==> src/rtl/arbitro_escrita_banco.sv <==
// arbitro_escrita_banco: two-requester write-port arbiter in front of the register bank.
// Requester A (load writeback) and requester B (ALU writeback) compete for a single
// registered write port. The grant is combinational, and the bank write happens one
// cycle after the transfer edge. Writes to register 26 ($zero) are accepted but
// never written.
// Optional feature: define ARB_ROUND_ROBIN_EN to replace fixed priority A (with a B
// starvation limit of 3) by a 1-bit round-robin pointer. espera_b then reads 0.
module arbitro_escrita_banco (
  input  logic        clk,
  input  logic        rst,
  input  logic        val_a,
  input  logic [4:0]  resc_a,
  input  logic [31:0] dado_a,
  output logic        pronto_a,
  input  logic        val_b,
  input  logic [4:0]  resc_b,
  input  logic [31:0] dado_b,
  output logic        pronto_b,
  input  logic        congela,
  output logic        h_esc,
  output logic [4:0]  resc,
  output logic [31:0] dado,
  output logic [1:0]  espera_b
);

  localparam logic [4:0] RESC_ZERO = 5'd26;

  logic        contested;
  logic        prefer_b;
  logic        xfer;
  logic [4:0]  resc_sel;
  logic [31:0] dado_sel;

  assign contested = val_a & val_b;

`ifdef ARB_ROUND_ROBIN_EN
  logic rr_ptr;

  assign prefer_b = rr_ptr;
  assign espera_b = 2'd0;

  // Round-robin pointer: flips after every contested grant; freeze holds it.
  always_ff @(posedge clk) begin
    if (rst)
      rr_ptr <= 1'b0;
    else if (contested && !congela)
      rr_ptr <= ~rr_ptr;
  end
`else
  logic [1:0] espera_q;

  assign prefer_b = (espera_q == 2'd3);
  assign espera_b = espera_q;

  // Starvation counter for B: counts contested losses, cleared by any B grant, saturates at 3.
  always_ff @(posedge clk) begin
    if (rst)
      espera_q <= 2'd0;
    else if (pronto_b)
      espera_q <= 2'd0;
    else if (pronto_a && contested && (espera_q != 2'd3))
      espera_q <= espera_q + 2'd1;
  end
`endif

  // Grant logic: nothing is accepted during reset or freeze; at most one grant per cycle.
  always_comb begin
    pronto_a = 1'b0;
    pronto_b = 1'b0;
    if (!rst && !congela) begin
      if (val_a && (!val_b || !prefer_b))
        pronto_a = 1'b1;
      if (val_b && (!val_a || prefer_b))
        pronto_b = 1'b1;
    end
  end

  assign xfer     = pronto_a | pronto_b;
  assign resc_sel = pronto_b ? resc_b : resc_a;
  assign dado_sel = pronto_b ? dado_b : dado_a;

  // Write port register: capture the granted request; a write to $zero is accepted but not enabled.
  always_ff @(posedge clk) begin
    if (rst) begin
      h_esc <= 1'b0;
      resc  <= 5'd0;
      dado  <= 32'd0;
    end else if (xfer) begin
      h_esc <= (resc_sel != RESC_ZERO);
      resc  <= resc_sel;
      dado  <= dado_sel;
    end else begin
      h_esc <= 1'b0;
    end
  end

endmodule

==> config.mk <==
export PLATFORM = sky130hd
export DESIGN_NAME = arbitro_escrita_banco
export DESIGN_NICKNAME = d
export VERILOG_FILES = /design/src/rtl/arbitro_escrita_banco.sv
export SDC_FILE = /design/constraint.sdc
export NUM_CORES = 1
export LEC_CHECK = 0
export ABC_AREA = 1
export BUFFER_PORTS_ARGS = -buffer_cell sky130_fd_sc_hd__clkbuf_2
export CAP_MARGIN = 10
export CORE_UTILIZATION = 40
export DETAILED_ROUTE_END_ITERATION = 12
export PLACE_DENSITY = 0.76
export SKIP_LAST_GASP = 1
export SYNTH_ARGS = -nofsm -noshare
export SYNTH_HDL_FRONTEND = slang
export SYNTH_SLANG_ARGS = --single-unit
==> constraint.sdc <==
create_clock -name clk -period 1.3 [get_ports clk]
set_input_delay 0.325 -clock clk [delete_from_list [all_inputs] [get_ports clk]]
set_output_delay 0.325 -clock clk [all_outputs]
set_load 0.005 [all_outputs]
Word level (Yosys, flattened, before mapping) --
Index checks and enable logic that the tools add are counted.
Storage, ports and cells: bits in registers 40, output and inout port bits 42
Cells by class: reductions and logical operators 14, add/sub/neg operators 1, eq/ne operators 3, multiplexer cells 6, bitwise operators 3
Operators by type and width (number):
- $mux 32 | 1
- $logic_and 1x1->1 | 5
- $logic_not 1->1 | 5
- $mux 5 | 1
- $ne 5x5->1 const B | 1
- $mux 1 | 4
- $reduce_or 2->1 | 2
- $add 2x1->2 const B | 1
- $eq 2x2->1 const B | 1
- $logic_or 1x1->1 | 2
- $ne 2x2->1 const B | 1
- $and 1x1->1 | 1
- $not 1->1 | 1
- $or 1x1->1 | 1

Logic depth before layout (Yosys ltp) --
depth in word-level cells 9, mapped depth 10, depth with buffers taken out 10

Worst setup path before layout --
OpenSTA, ideal clock, no wires.
path kind register -> register, from reg espera_q[0] (netlist: espera_b[0]), to reg h_esc, stages on the path, launching flop included 10, path buffers 1, setup time 117 ps, arrival time 1261 ps, path slack -78 ps, path through dfxtp_1 -> ha_1 -> inv_1 -> nand2_1 -> nand3_4 -> buf_4 -> o21ai_2 -> nand2_1 -> nor2_1 -> nor2_1
Between the ends: longest elaborated chain between the ends 9, elaborated cells between the ends (all ways) 15
Ends and longest elaborated chain:
- from (decl) | line 50 | logic [1:0] espera_q;
- from (signal assigned) | line 62 | espera_q <= espera_q + 2'd1;
- $eq 2x2->1 * | line 52 | assign prefer_b = (espera_q == 2'd3);
- $logic_not 1->1 | line 71 | if (val_a && (!val_b || !prefer_b))
- $logic_or 1x1->1 | line 71
- $logic_and 1x1->1 | line 71
- $mux 1 | line 71
- $mux 1 | line 70 | if (!rst && !congela) begin
- $or 1x1->1 | line 78 | assign xfer = pronto_a | pronto_b;
- $not 1->1 (no line)
- $reduce_or 2->1 (no line)
- to (signal assigned) | line 89 | h_esc <= (resc_sel != RESC_ZERO);
- to (decl) | line 20 | output logic h_esc,
Mark *: on every way between the ends. The rest lies on a longest branch, timed or not. A chain may end at the register's enable or synchronous reset.

Final worst setup path --
from reg espera_q[1] (netlist: espera_b[1]), to out pronto_a
Between the ends: longest elaborated chain between the ends 6
Ends and longest elaborated chain:
- $eq 2x2->1 | line 52
- $logic_not 1->1 | line 71
- $logic_or 1x1->1 | line 71
- $logic_and 1x1->1 | line 71
- $mux 1 | line 71
- $mux 1 | line 70
- to (decl) | line 14 | output logic pronto_a,
Every way passes these cells.

==> results.toml <==
[critical_path]
cp.arrival_ps = 1240
crit_family = "flip-flops"
critical_path_class = "reg -> out"
slowest_stage = "dfxtp_2"
worst_path_largest_cell_delay_ps = 360
critPathCaptureType = "output port"
crit_buf_inv = 4
critPathMaxFanout = 2
path_cells = "ha_4 -> inv_2 -> buf_6 -> o211ai_1 -> inv_1 -> clkbuf_2"
required_ps = 980
start_kind = "flip-flop"

[cells_and_area]
nNetsFinal = 557
regArea_sq_um = 803
mostFrequentLayoutCells = "clkbuf_2, inv_1, nand2_1"
multi_input_area_sq_mm = 0.00123
layout-drive-gt1-share = 0.485
antenna_cells = 0
finalInstanceArea_sq_mm = 0.00350
final_common_cell = "clkbuf_2"
area_growth_pct = 62.1
fillCellCount = 448

[pwr]
p_comb_frac = 0.221
p_seq_frac = 0.426
pwr-share-clk = 0.353
leakagePower_nw = 2.00
vdd_drop_max_v = 0.000512
sw_frac_of_total = 0.265
intPower_mw = 2.32
switchingPower_mw = 0.836
powerDensity_mw_per_mm2 = 901

[clocking]
cts.sinks = 40
htreeDepth = 2
clockRootBuffer = "clkbuf_8"
clk_pin_slew_ps = 80
clk_latency_ps = 290
cts_buffer_depth = 2
cts_tree = "yes"
numCtsBuffers = 5

[synth]
netlist_instances = 342
avgSynthCellArea_sq_um = 6.32
synth_cell_type_count = 22
syn_area_sq_mm = 0.00216
seq_area_frac_synth = 0.371
yosysWarnings = 0
ys_seq_elements = 40
syn_nets = 422

[detailed_routing]
drt_iter0_drc = 56
finalWirelength_mm = 6.50
first_pass_iters = 4
ant_nets = 0
vias = 2533
drc = 0
via_per_inst = 4.62
post_drt_wl_per_cell_um = 11.9

[placement]
gp_congestion = 0.891
io_buffer_count = 120
dpl_cell_area_sq_mm = 0.00291
hpwl_mm = 4.23

[sta]
fin_skew_ps = 1.91
min_period_over_period = 1.20
whs_ps = 306
tightest_slew_ps = 306
fin_ws_ps = -265
rsz0062_at_grt = "yes"
fin_crit_ps = 1570
fmaxAchievable_mhz = 639
slew_headroom = 0.795
final-hold-violation-count = 0
setup_viol = 41
final_max_slew_viol_count = 0

[floorplan]
ios = 121
die_h_um = 75.5
dieArea_sq_mm = 0.00570
initial_utilization = 0.420
core_area_sq_mm = 0.00514
fp.dieW_um = 75.5
rows = 26

[global_routing]
first_global_vias = 2104
antenna_found_initial = 0
grt_use_total = 0.215
grt_pass1_wl_mm = 9.14
met1_usage = 0.252
grt_max_degree = 35
gr-usage-met3 = 0.0450
overflow = 0
use_met2 = 0.375
busiest_layer = "met2"

[run_status]
outcome = "finished with violations"
failed_checks = "negative setup slack"

[flow_run]
cap_violations = 0

[worst_hold_path]
holdCritPathClass = "in -> reg"
[synth_stat cells]
| library cell | count | area, sq um |
|---|---|---|
| inv_1 | 76 | 285 |
| nor2_1 | 4 | 15.0 |
| o21ai_2 | 2 | 17.5 |
| dfxtp_1 | 40 | 801 |
| buf_1 | 3 | 11.3 |
| a21oi_1 | 38 | 190 |
| inv_2 | 3 | 11.3 |
| nand3_1 | 3 | 15.0 |
| nand3_4 | 1 | 17.5 |
| nor3_1 | 1 | 5.00 |
| or2_0 | 1 | 6.26 |
| nor2_8 | 1 | 20.0 |
| ha_1 | 1 | 12.5 |
| nand4_1 | 2 | 12.5 |
| nand2_1 | 111 | 417 |
| o211ai_1 | 1 | 7.51 |
| o21ai_1 | 37 | 185 |
| clkbuf_1 | 2 | 7.51 |
| buf_6 | 6 | 67.6 |
| buf_4 | 4 | 30.0 |
| buf_2 | 4 | 20.0 |
| nor2_2 | 1 | 6.26 |
[final cells by class]
class                           count  area share
Multi-Input combinational cell    204       0.352
Tap cell                           70      0.0250
Sequential cell                    40       0.229
Clock buffer                        7      0.0275
Inverter                           79      0.0854
Clock inverter                      1     0.00857
Timing Repair Buffer              147       0.272
[per-stage QoR]
stage	utilization	setup TNS [ps]	power [mW]	cells	setup WS, ps
after global routing	0.681	-7500	3.31	548	-306
after global placement	0.566	-933	1.92	531	-54.1
final	0.681	-4900	3.15	548	-265
after floorplan	-	0	1.66	342	10.9
after detailed placement	0.566	-2160	1.93	531	-90.7
after CTS	0.659	-7410	3.12	550	-286
[logic make-up after synthesis]
logic type	after synthesis	synth area share
buffers and inverters	98	0.200
AND/OR/NAND/NOR	125	0.238
adder cells (fa/ha/maj)	1	0.00579
flip-flops	40	0.371
AO/OA/AOI/OAI	78	0.185
[power by group through the flow]
stage	Combinational [mW]	Clock, mW	Sequential (mW)
after global routing	0.774	1.18	1.35
after global placement	0.550	0	1.37
after detailed placement	0.560	0	1.37
after floorplan	0.284	0	1.38
final	0.698	1.11	1.34
after CTS	0.639	1.14	1.34
[worst paths after layout]
path | startpoint | endpoint | slack, ps | depth (start not counted)
max | espera_b[1] | pronto_a | -270 | 6
min | dado_b[4] | dado[4] | 310 | 3
max reg2reg | espera_b[1] | dado[21] | -230 | 11
min reg2reg | dado[4] | dado[4] | 470 | 2
[worst reg2reg max path: cells and delay by family (launching register included)]
family,cells,cell delay [ps]
compound gates,1,120
fa+ha+maj,1,140
buf+inv,5,530
flops,1,360
simple gates,4,260
[sequential cells by signal (all words and copies together) (netlist names)]
name      count
espera_b      2
h_esc         1
resc          5
dado         32
[layer usage]
metal  up-vias  share of wire
met4         0          0.025
met1      1141           0.40
met3        14          0.051
li1       1301              -
met2        77           0.52
met5         -              0
[timing repair]
action	in CTS	in global routing
gates cloned	5	0
endpoints found under the setup margin	38	42
buffers inserted	6	4
resized for setup	45	58
pin swaps	40	41
hold buffers	0	0
Power figures use the tool's default switching activity.
